==> src/rtl/mem_pkg.sv <==
// Shared widths, depth, FSM state type and counter helper for the memory responder.
package mem_pkg;
    localparam int ADDR_W = 5;
    localparam int DATA_W = 8;
    localparam int DEPTH  = 32;
    localparam int CNT_W  = 16;

    localparam logic [ADDR_W-1:0] LAST_ADDR = ADDR_W'(DEPTH - 1);

    typedef enum logic [1:0] {
        ST_IDLE,
        ST_WAIT,
        ST_ACK,
        ST_CLEAR
    } state_t;

    // Statistics counters stick at all-ones rather than wrapping.
    function automatic logic [CNT_W-1:0] sat_inc(input logic [CNT_W-1:0] v);
        return (v == {CNT_W{1'b1}}) ? v : v + 1'b1;
    endfunction
endpackage

==> src/rtl/mem_array.sv <==
// 32 x 8 storage: one synchronous write port, one combinational read port, no reset.
module mem_array
    import mem_pkg::*;
(
    input  logic              clk,
    input  logic              we,
    input  logic [ADDR_W-1:0] waddr,
    input  logic [DATA_W-1:0] wdata,
    input  logic [ADDR_W-1:0] raddr,
    output logic [DATA_W-1:0] rdata
);
    logic [DATA_W-1:0] mem [DEPTH];

    always_ff @(posedge clk) begin
        if (we) begin
            mem[waddr] <= wdata;
        end
    end

    assign rdata = mem[raddr];
endmodule

==> src/rtl/mem_responder.sv <==
// Request/ack memory responder with programmable wait states, a 32-cycle clear
// sweep and saturating read/write statistics.
module mem_responder
    import mem_pkg::*;
#(
    parameter int WAIT_STATES = 0
) (
    input  logic              clk,
    input  logic              rst,
    input  logic              req,
    input  logic              we,
    input  logic [ADDR_W-1:0] addr,
    input  logic [DATA_W-1:0] wdata,
    input  logic              clr,
    output logic              ack,
    output logic [DATA_W-1:0] rdata,
    output logic              busy,
    output logic [CNT_W-1:0]  rd_count,
    output logic [CNT_W-1:0]  wr_count
);
    localparam logic [3:0] WAIT_LOAD = (WAIT_STATES > 0) ? 4'(WAIT_STATES - 1) : 4'd0;

    state_t            state_reg;
    logic              we_reg;
    logic [ADDR_W-1:0] addr_reg;
    logic [DATA_W-1:0] wdata_reg;
    logic [3:0]        wait_cnt_reg;
    logic [ADDR_W-1:0] clr_ptr_reg;
    logic              ack_reg;
    logic              busy_reg;
    logic [DATA_W-1:0] rdata_reg;
    logic [CNT_W-1:0]  rd_count_reg;
    logic [CNT_W-1:0]  wr_count_reg;

    logic              mem_we;
    logic [ADDR_W-1:0] mem_waddr;
    logic [DATA_W-1:0] mem_wdata;
    logic [ADDR_W-1:0] mem_raddr;
    logic [DATA_W-1:0] mem_rdata;

    // The clear sweep owns the write port; otherwise a write commits as ACK ends.
    always_comb begin
        mem_we    = 1'b0;
        mem_waddr = addr_reg;
        mem_wdata = wdata_reg;
        if (state_reg == ST_CLEAR) begin
            mem_we    = 1'b1;
            mem_waddr = clr_ptr_reg;
            mem_wdata = '0;
        end else if (state_reg == ST_ACK && we_reg) begin
            mem_we = 1'b1;
        end
        // With no wait states ACK follows IDLE directly, so read the live address.
        mem_raddr = (state_reg == ST_IDLE) ? addr : addr_reg;
    end

    mem_array u_mem_array (
        .clk   (clk),
        .we    (mem_we),
        .waddr (mem_waddr),
        .wdata (mem_wdata),
        .raddr (mem_raddr),
        .rdata (mem_rdata)
    );

    always_ff @(posedge clk or posedge rst) begin
        if (rst) begin
            state_reg    <= ST_IDLE;
            we_reg       <= 1'b0;
            addr_reg     <= '0;
            wdata_reg    <= '0;
            wait_cnt_reg <= '0;
            clr_ptr_reg  <= '0;
            ack_reg      <= 1'b0;
            busy_reg     <= 1'b0;
            rdata_reg    <= '0;
            rd_count_reg <= '0;
            wr_count_reg <= '0;
        end else begin
            ack_reg <= 1'b0;
            case (state_reg)
                ST_IDLE: begin
                    if (clr) begin
                        state_reg   <= ST_CLEAR;
                        busy_reg    <= 1'b1;
                        clr_ptr_reg <= '0;
                    end else if (req) begin
                        we_reg    <= we;
                        addr_reg  <= addr;
                        wdata_reg <= wdata;
                        busy_reg  <= 1'b1;
                        if (WAIT_STATES > 0) begin
                            state_reg    <= ST_WAIT;
                            wait_cnt_reg <= WAIT_LOAD;
                        end else begin
                            state_reg <= ST_ACK;
                            ack_reg   <= 1'b1;
                            if (!we) begin
                                rdata_reg <= mem_rdata;
                            end
                        end
                    end
                end
                ST_WAIT: begin
                    if (wait_cnt_reg == 4'd0) begin
                        state_reg <= ST_ACK;
                        ack_reg   <= 1'b1;
                        if (!we_reg) begin
                            rdata_reg <= mem_rdata;
                        end
                    end else begin
                        wait_cnt_reg <= wait_cnt_reg - 4'd1;
                    end
                end
                ST_ACK: begin
                    state_reg <= ST_IDLE;
                    busy_reg  <= 1'b0;
                    if (we_reg) begin
                        wr_count_reg <= sat_inc(wr_count_reg);
                    end else begin
                        rd_count_reg <= sat_inc(rd_count_reg);
                    end
                end
                ST_CLEAR: begin
                    if (clr_ptr_reg == LAST_ADDR) begin
                        state_reg   <= ST_IDLE;
                        busy_reg    <= 1'b0;
                        clr_ptr_reg <= '0;
                    end else begin
                        clr_ptr_reg <= clr_ptr_reg + 1'b1;
                    end
                end
                default: begin
                    state_reg <= ST_IDLE;
                    busy_reg  <= 1'b0;
                end
            endcase
        end
    end

    assign ack      = ack_reg;
    assign busy     = busy_reg;
    assign rdata    = rdata_reg;
    assign rd_count = rd_count_reg;
    assign wr_count = wr_count_reg;
endmodule

==> config.mk <==
export PLATFORM = sky130hd
export DESIGN_NAME = mem_responder
export DESIGN_NICKNAME = d
export VERILOG_FILES = /design/src/rtl/mem_pkg.sv /design/src/rtl/mem_array.sv /design/src/rtl/mem_responder.sv
export SDC_FILE = /design/constraint.sdc
export NUM_CORES = 1
export LEC_CHECK = 0
export CORE_MARGIN = 2
export CORE_UTILIZATION = 55
export DETAILED_ROUTE_END_ITERATION = 8
export PLACE_DENSITY = 0.73
export SYNTH_ARGS = -nofsm -noshare
export SYNTH_HDL_FRONTEND = slang
export SYNTH_SLANG_ARGS = --single-unit
==> constraint.sdc <==
create_clock -name clk -period 3.05 [get_ports clk]
set_input_delay 0.305 -clock clk [delete_from_list [all_inputs] [get_ports clk]]
set_output_delay 0.305 -clock clk [all_outputs]
set_load 0.02 [all_outputs]
==> Word-level counts from Yosys, hierarchy flattened <==
Memory sizes are Yosys's and may differ from the RTL's.
Index checks and enable logic that the tools add are counted.
{ "op_classes": {"addsub": 4, "n_eq_ne": 14, "muxes": 29, "bitwise_logic": 5, "n_reduce_logical": 14} }
{ "op_table": {"columns": ["op", "n"], "rows": [
  ["$mux W8", 6],
  ["$add A16 B1 Y16 const B", 2],
  ["$eq A16 B16 Y1 const B", 2],
  ["$mux W5", 4],
  ["$pmux W8 S2", 1],
  ["$reduce_and A3 Y1", 5],
  ["$ne A2 B2 Y1 const B", 6],
  ["$mux W1", 10],
  ["$pmux W5 S2", 1],
  ["$mux W2", 4],
  ["$pmux W2 S4", 1],
  ["$reduce_and A6 Y1", 1],
  ["$add A5 B1 Y5 const B", 1],
  ["$eq A5 B5 Y1 const B", 1],
  ["$not A1 Y1", 5],
  ["$eq A2 B2 Y1 const B", 2],
  ["$logic_not A4 Y1", 1],
  ["$reduce_and A2 Y1", 2],
  ["$reduce_bool A2 Y1", 2],
  ["$sub A4 B1 Y4 const B", 1],
  ["$ne A3 B3 Y1 const B", 1],
  ["$pmux W1 S3", 1],
  ["$reduce_bool A3 Y1", 1],
  ["$eq A2 B1 Y1 const B", 1],
  ["other kinds (4)", 4]
]} }
{ "totals": {"reg_bits": 67, "ram_bits": 256, "input_bits": 18, "out_inout_bits": 42, "word_cells": 78, "memories": 1} }
{ "mem_list": {"columns": ["name", "words", "word_bits", "read_ports", "rd_ports_with_merged_regs", "wr", "line_no", "source"], "rows": [
  ["u_mem_array.mem", 32, 8, 1, 0, 1, "mem_array.sv:12", "logic [DATA_W-1:0] mem [DEPTH];"]
]} }

==> Depth between registers and ports, before layout <==
An unclocked memory read counts as a cell.
{ "depth": {"depth_word": 7, "depth_mapped": 10, "depth_no_buf": 8} }

==> Hierarchy <==
A second synthesis with hierarchy kept.
{ "unflattened": {"cells_unflattened": 697, "hier_area_um2": 13131.3} }
{ "modules_own_cells": {"columns": ["mod", "n_inst", "cells_each", "area_each_um2", "seq_area_each_um2"], "rows": [
  ["mem_array", 1, 409, 9893.2, 7687.4],
  ["mem_responder", 1, 288, 3238.1, 1676.6]
]} }

==> Least setup slack after synthesis <==
OpenSTA, ideal clock, no wires.
{ "synth_timing": {"kind": "register -> register", "startpoint": "register state_reg[0]", "endpoint": "memory u_mem_array.mem[5][0] (enable)", "setup_ns": 0.370, "t_arrival_ns": 2.072, "path_slack_ns": 0.608, "path_stages_with_launch": 10, "n_path_buf": 4, "cell_sequence": "dfrtp_1 -> buf_6 -> buf_6 -> buf_2 -> nand2_1 -> clkbuf_1 -> nand3b_1 -> o21ai_0 -> nand2_1 -> nor2_1"} }
{ "synth_via": {"elab_chain_cells": 6} }
{ "synth_lines": {"columns": ["element", "line_no", "source"], "rows": [
  ["from (decl)", "mem_responder.sv:23", "state_t state_reg;"],
  ["from (signal assigned)", "mem_responder.sv:68", "state_reg <= ST_IDLE;"],
  ["from (signal assigned)", "mem_responder.sv:84", "state_reg <= ST_CLEAR;"],
  ["from (signal assigned)", "mem_responder.sv:93", "state_reg <= ST_WAIT;"],
  ["$eq A2 B2 Y1", "mem_responder.sv:50", "end else if (state_reg == ST_ACK && we_reg) begin"],
  ["$logic_and A1 B1 Y1", "mem_responder.sv:50", null],
  ["$mux W1", "mem_responder.sv:50", null],
  ["$mux W1", "mem_responder.sv:46", "if (state_reg == ST_CLEAR) begin"],
  ["$mux W1", "mem_array.sv:15", "if (we) begin"],
  ["$mux W1 (implied by the code)", "mem_array.sv:16", "mem[waddr] <= wdata;"],
  ["to (decl)", "mem_array.sv:12", null]
]} }
Several ways; a longest one is shown, not always the timed one.

==> Worst setup path after layout <==
{ "layout_timing": {"startpoint": "register state_reg[0]", "endpoint": "register rdata_reg[2], in the netlist rdata[2]"} }
{ "layout_via": {"elab_chain_cells": 7} }
{ "layout_lines": {"columns": ["element", "line_no", "source"], "rows": [
  ["$logic_not A2 Y1", "mem_responder.sv:54, mem_responder.sv:81", null],
  ["$mux W5", "mem_responder.sv:54", "mem_raddr = (state_reg == ST_IDLE) ? addr : addr_reg;"],
  ["$mem_v2 Z32 W8", null, null],
  ["$mux W8", "mem_responder.sv:98", "if (!we) begin"],
  ["$mux W8", "mem_responder.sv:87", "end else if (req) begin"],
  ["$mux W8", "mem_responder.sv:83", "if (clr) begin"],
  ["$pmux W8 S2", "mem_responder.sv:81", "case (state_reg)"],
  ["to (signal assigned)", "mem_responder.sv:99", "rdata_reg <= mem_rdata;"],
  ["to (signal assigned)", "mem_responder.sv:109", "rdata_reg <= mem_rdata;"],
  ["to (decl)", "mem_responder.sv:31", "logic [DATA_W-1:0] rdata_reg;"]
]} }
Several ways; a longest one is shown, not always the timed one. The select of a mux whose other input is x is not followed.
A chain may end at the register's enable or synchronous reset.

==> run summary <==
result of the run: complete, no violations
switching power of the nets: 0.00564 W
cell type with the highest occurrence count on the critical path: sky130_fd_sc_hd__buf_4
clock network fraction of design power: 26.1%
area of the mapped netlist: 13,700 um2
sum of routed wire length over all layers: 31,400 um
Worst IR Drop VDD: 0.822 mV
P&R area growth vs syn: 18.3%
worst hold slack: 0.127 ns
number of pins exceeding their max-slew limit in the final report: 0
overall die width: 162 um
largest delay contributor family on the critical path: compound AO/OA/AOI/OAI gates
antenna fix cells: 0
number of antenna-violating nets in the routed design: 0
final estimated routing congestion in global placement: 0.859
number of distinct library cell variants in the gate-level netlist after synthesis: 74
worst path cell trace: buf_4 -> o21ai_2 -> nand2_4 -> buf_4 -> nand2_1 -> a21oi_1 -> a2111oi_1 -> buf_4 -> a211oi_2
final setup slack of the worst path: 0.228 ns
per-cell routed wire length: 22.6 um
count of cells resized by post-cts repair: 0
sequential cell area: 9360 um2
share of total power in combinational logic: 35.9%
Filler cells: 1,757
final cell count without fillers: 1,390
overall die height: 162 um
Root Driver: sky130_fd_sc_hd__clkbuf_16
share of the clock period used by the worst path after layout: 92.5%
initial antenna violation count: 0
logic depth of the worst path, buffers included: 9
core footprint: 24,300 um2
largest fanout on the critical path: 23
startpoint types: flip-flop
portion of the post-synthesis area used by sequential elements: 68.6%
internal power component: 0.0106 W
dpl cells: 1,328
fmax: 354 MHz
minimum clock period after layout: 2.82 ns
Avg Cell Area, Syn: 15.0 um2
Sw Ratio: 34.6%
TNS Setup: 0 ns
Hold Path Class: primary input to asynchronous set/reset pin
final count of negative-setup-slack endpoints: 0
Setup Slack @ Placement: 0.156 ns
total via count in the routed design: 8,397
overall track demand over capacity in global routing: 24.6%
slew of the pin with the lowest slew margin: 1.31 ns
EDFF count, synth: 256
nets: 1,064
half-perimeter wire length of the detailed placement result: 20,700 um
Buffers on Ports: 59
Critical Setup Path Class: flip-flop to flip-flop
number of flip-flops in the largest register: 256
CP bufs+invs: 3
area used by multi-input combinational logic: 4000 um2
cell taking the most area after synthesis: sky130_fd_sc_hd__edfxtp_1
via-per-instance ratio: 6.04
setup repair after global routing missed its margin: no
sequential cell fraction of total power: 38.0%
Clock Path Buffers: 3
total of flip-flops plus latches after synthesis: 323
largest net degree at the start of global routing: 38
clock latency reported for the late side of the worst-skew pair: 0.51 ns
pwr dens: 1010 nW/um2
global-route congestion overflow total: 0
TritonCTS clock tree: yes
hold violation count in the final report: 0
required time worst endpoint: 3.44 ns
Num CTS Buffers: 35
drt drc: 0
vias in the first global route: 8,546
1st-iter DRT viols: 708
category of the worst setup path capture point: flip-flop
cells taking the most area after synthesis: sky130_fd_sc_hd__edfxtp_1 (56%), sky130_fd_sc_hd__dfrtp_1 (12%), sky130_fd_sc_hd__mux2i_1 (4.1%), sky130_fd_sc_hd__mux4_2 (2.3%), sky130_fd_sc_hd__nand2_1 (2.0%)
clk sink count: 323
starting density of the core: 56.1%
number of search-and-repair iterations in the first detailed-routing pass: 5
die outline area: 26,100 um2
Setup Fix Bufs, Post-CTS: 0
Critical Path Max Stage Delay: 0.54 ns
Relative slew margins: 12.7%
Worst Clk Skew: 0.0139 ns
most instantiated flip-flop cell in the synthesis netlist: sky130_fd_sc_hd__edfxtp_1
area share of the leading cell type in the synthesized netlist: 56.3%
YS warnings: 0
number of instances in the synthesized netlist: 908
Worst Path Arrival: 3.21 ns
most frequent cells in the layout: sky130_fd_sc_hd__edfxtp_1 (256), sky130_fd_sc_hd__nand2_1 (74), sky130_fd_sc_hd__buf_4 (70)
Async S/R FF share, synth: 20.7%
CTS clock-pin slew for the worst setup and hold paths: 0.06 ns
total I/O pin count: 60
most common library cell in the layout ignoring fill and taps: sky130_fd_sc_hd__edfxtp_1
cell with the biggest individual delay on the critical path: sky130_fd_sc_hd__dfrtp_1
hold-fix buffer count after cts: 0
standard-cell rows: 57
leakage: 5.87 nW
number of max-cap violations: 0
path depth of the worst reg2reg path: 9
share of final-layout standard cells stronger than drive strength 1: 17.4%
overall power after layout: 0.0163 W
wire length of the first global-routing pass: 48,900 um
depth of the CTS H-tree: 2
Synthesized Nets: 931
cell usage after synthesis, types with 14 or more instances:
master and number:
sky130_fd_sc_hd__dfrtp_1 67, sky130_fd_sc_hd__edfxtp_1 256, sky130_fd_sc_hd__a21oi_1 26, sky130_fd_sc_hd__mux2i_1 56
sky130_fd_sc_hd__a211oi_1 30, sky130_fd_sc_hd__mux2_2 16, sky130_fd_sc_hd__xnor2_1 25, sky130_fd_sc_hd__o22ai_1 26
sky130_fd_sc_hd__nor2_1 58, sky130_fd_sc_hd__nand3_1 15, sky130_fd_sc_hd__nand2_1 74, sky130_fd_sc_hd__mux4_2 14
sky130_fd_sc_hd__and3_1 34
through the flow:
step | util [%] | instance area (um2)
after CTS | 66.4 | 16200
after global routing | 66.4 | 16200
after floorplan | - | 13700
final | 66.4 | 16200
after detailed placement | 61.6 | 15000
after global placement | 61.6 | 15000
worst reg2reg max path: stages, from the launching register on:
cell	delay [ns]
sky130_fd_sc_hd__dfrtp_1	0.54
sky130_fd_sc_hd__buf_4	0.25
sky130_fd_sc_hd__o21ai_2	0.51
sky130_fd_sc_hd__nand2_4	0.23
sky130_fd_sc_hd__buf_4	0.29
sky130_fd_sc_hd__nand2_1	0.11
sky130_fd_sc_hd__a21oi_1	0.09
sky130_fd_sc_hd__a2111oi_1	0.45
sky130_fd_sc_hd__buf_4	0.20
sky130_fd_sc_hd__a211oi_2	0.05
layout make-up:
cell class	count	share of cell area (%)
Sequential cell	323	58.0
Timing Repair Buffer	133	7.41
Clock inverter	17	1.15
Tap cell	324	2.51
Inverter	7	0.163
Multi-Input combinational cell	541	24.8
Clock buffer	45	6.04
cells by family (layout without fill, tap and decap cells):
kind of cell / after synthesis / count (layout) / share of synthesized area (%)
AOI/OAI and AO/OA: 159 / 159 / 8.87
xor gates and xnor gates: 32 / 32 / 2.05
adders and majority gates: 5 / 5 / 0.458
buffers and inverters: 44 / 202 / 2.12
DFF: 323 / 323 / 68.6
muxes: 87 / 87 / 7.93
and+or+nand+nor: 258 / 258 / 9.98
worst paths after layout:
check,startpoint,end,slack [ns]
setup / recovery,state_reg[0]$_DFFE_PP0P_,rdata[2]$_DFFE_PP0P_,0.23
hold / removal,rst,rdata[4]$_DFFE_PP0P_,0.13
setup reg to reg,state_reg[0]$_DFFE_PP0P_,rdata[2]$_DFFE_PP0P_,0.23
hold reg to reg,wdata_reg[3]$_DFFE_PP0P_,wdata_reg[3]$_DFFE_PP0P_,0.49
max in group asynchronous,rst,wr_count[7]$_DFFE_PP0P_,2.19
min in group clk,wdata[2],wdata_reg[2]$_DFFE_PP0P_,0.41
routing by layer:
layer  vias up  track usage [%]  part of all wire (%)
met5         -                0                     0
met4         0             8.20                   3.1
li1       3786                -                     -
met1      4197             33.7                    42
met2       346             39.8                    48
met3        68             5.21                   7.0
power groups by stage:
stage	Clock (W)	Sequential, W	Combinational, W
2_1_floorplan	0	0.00627	0.00373
3_3_place_gp	0	0.00626	0.00571
3_5_place_dp	0	0.00626	0.00582
4_1_cts	0.00431	0.00618	0.00583
5_1_grt	0.00448	0.00624	0.00626
6_report	0.00426	0.00619	0.00584
(Power assumes the default switching activity.)
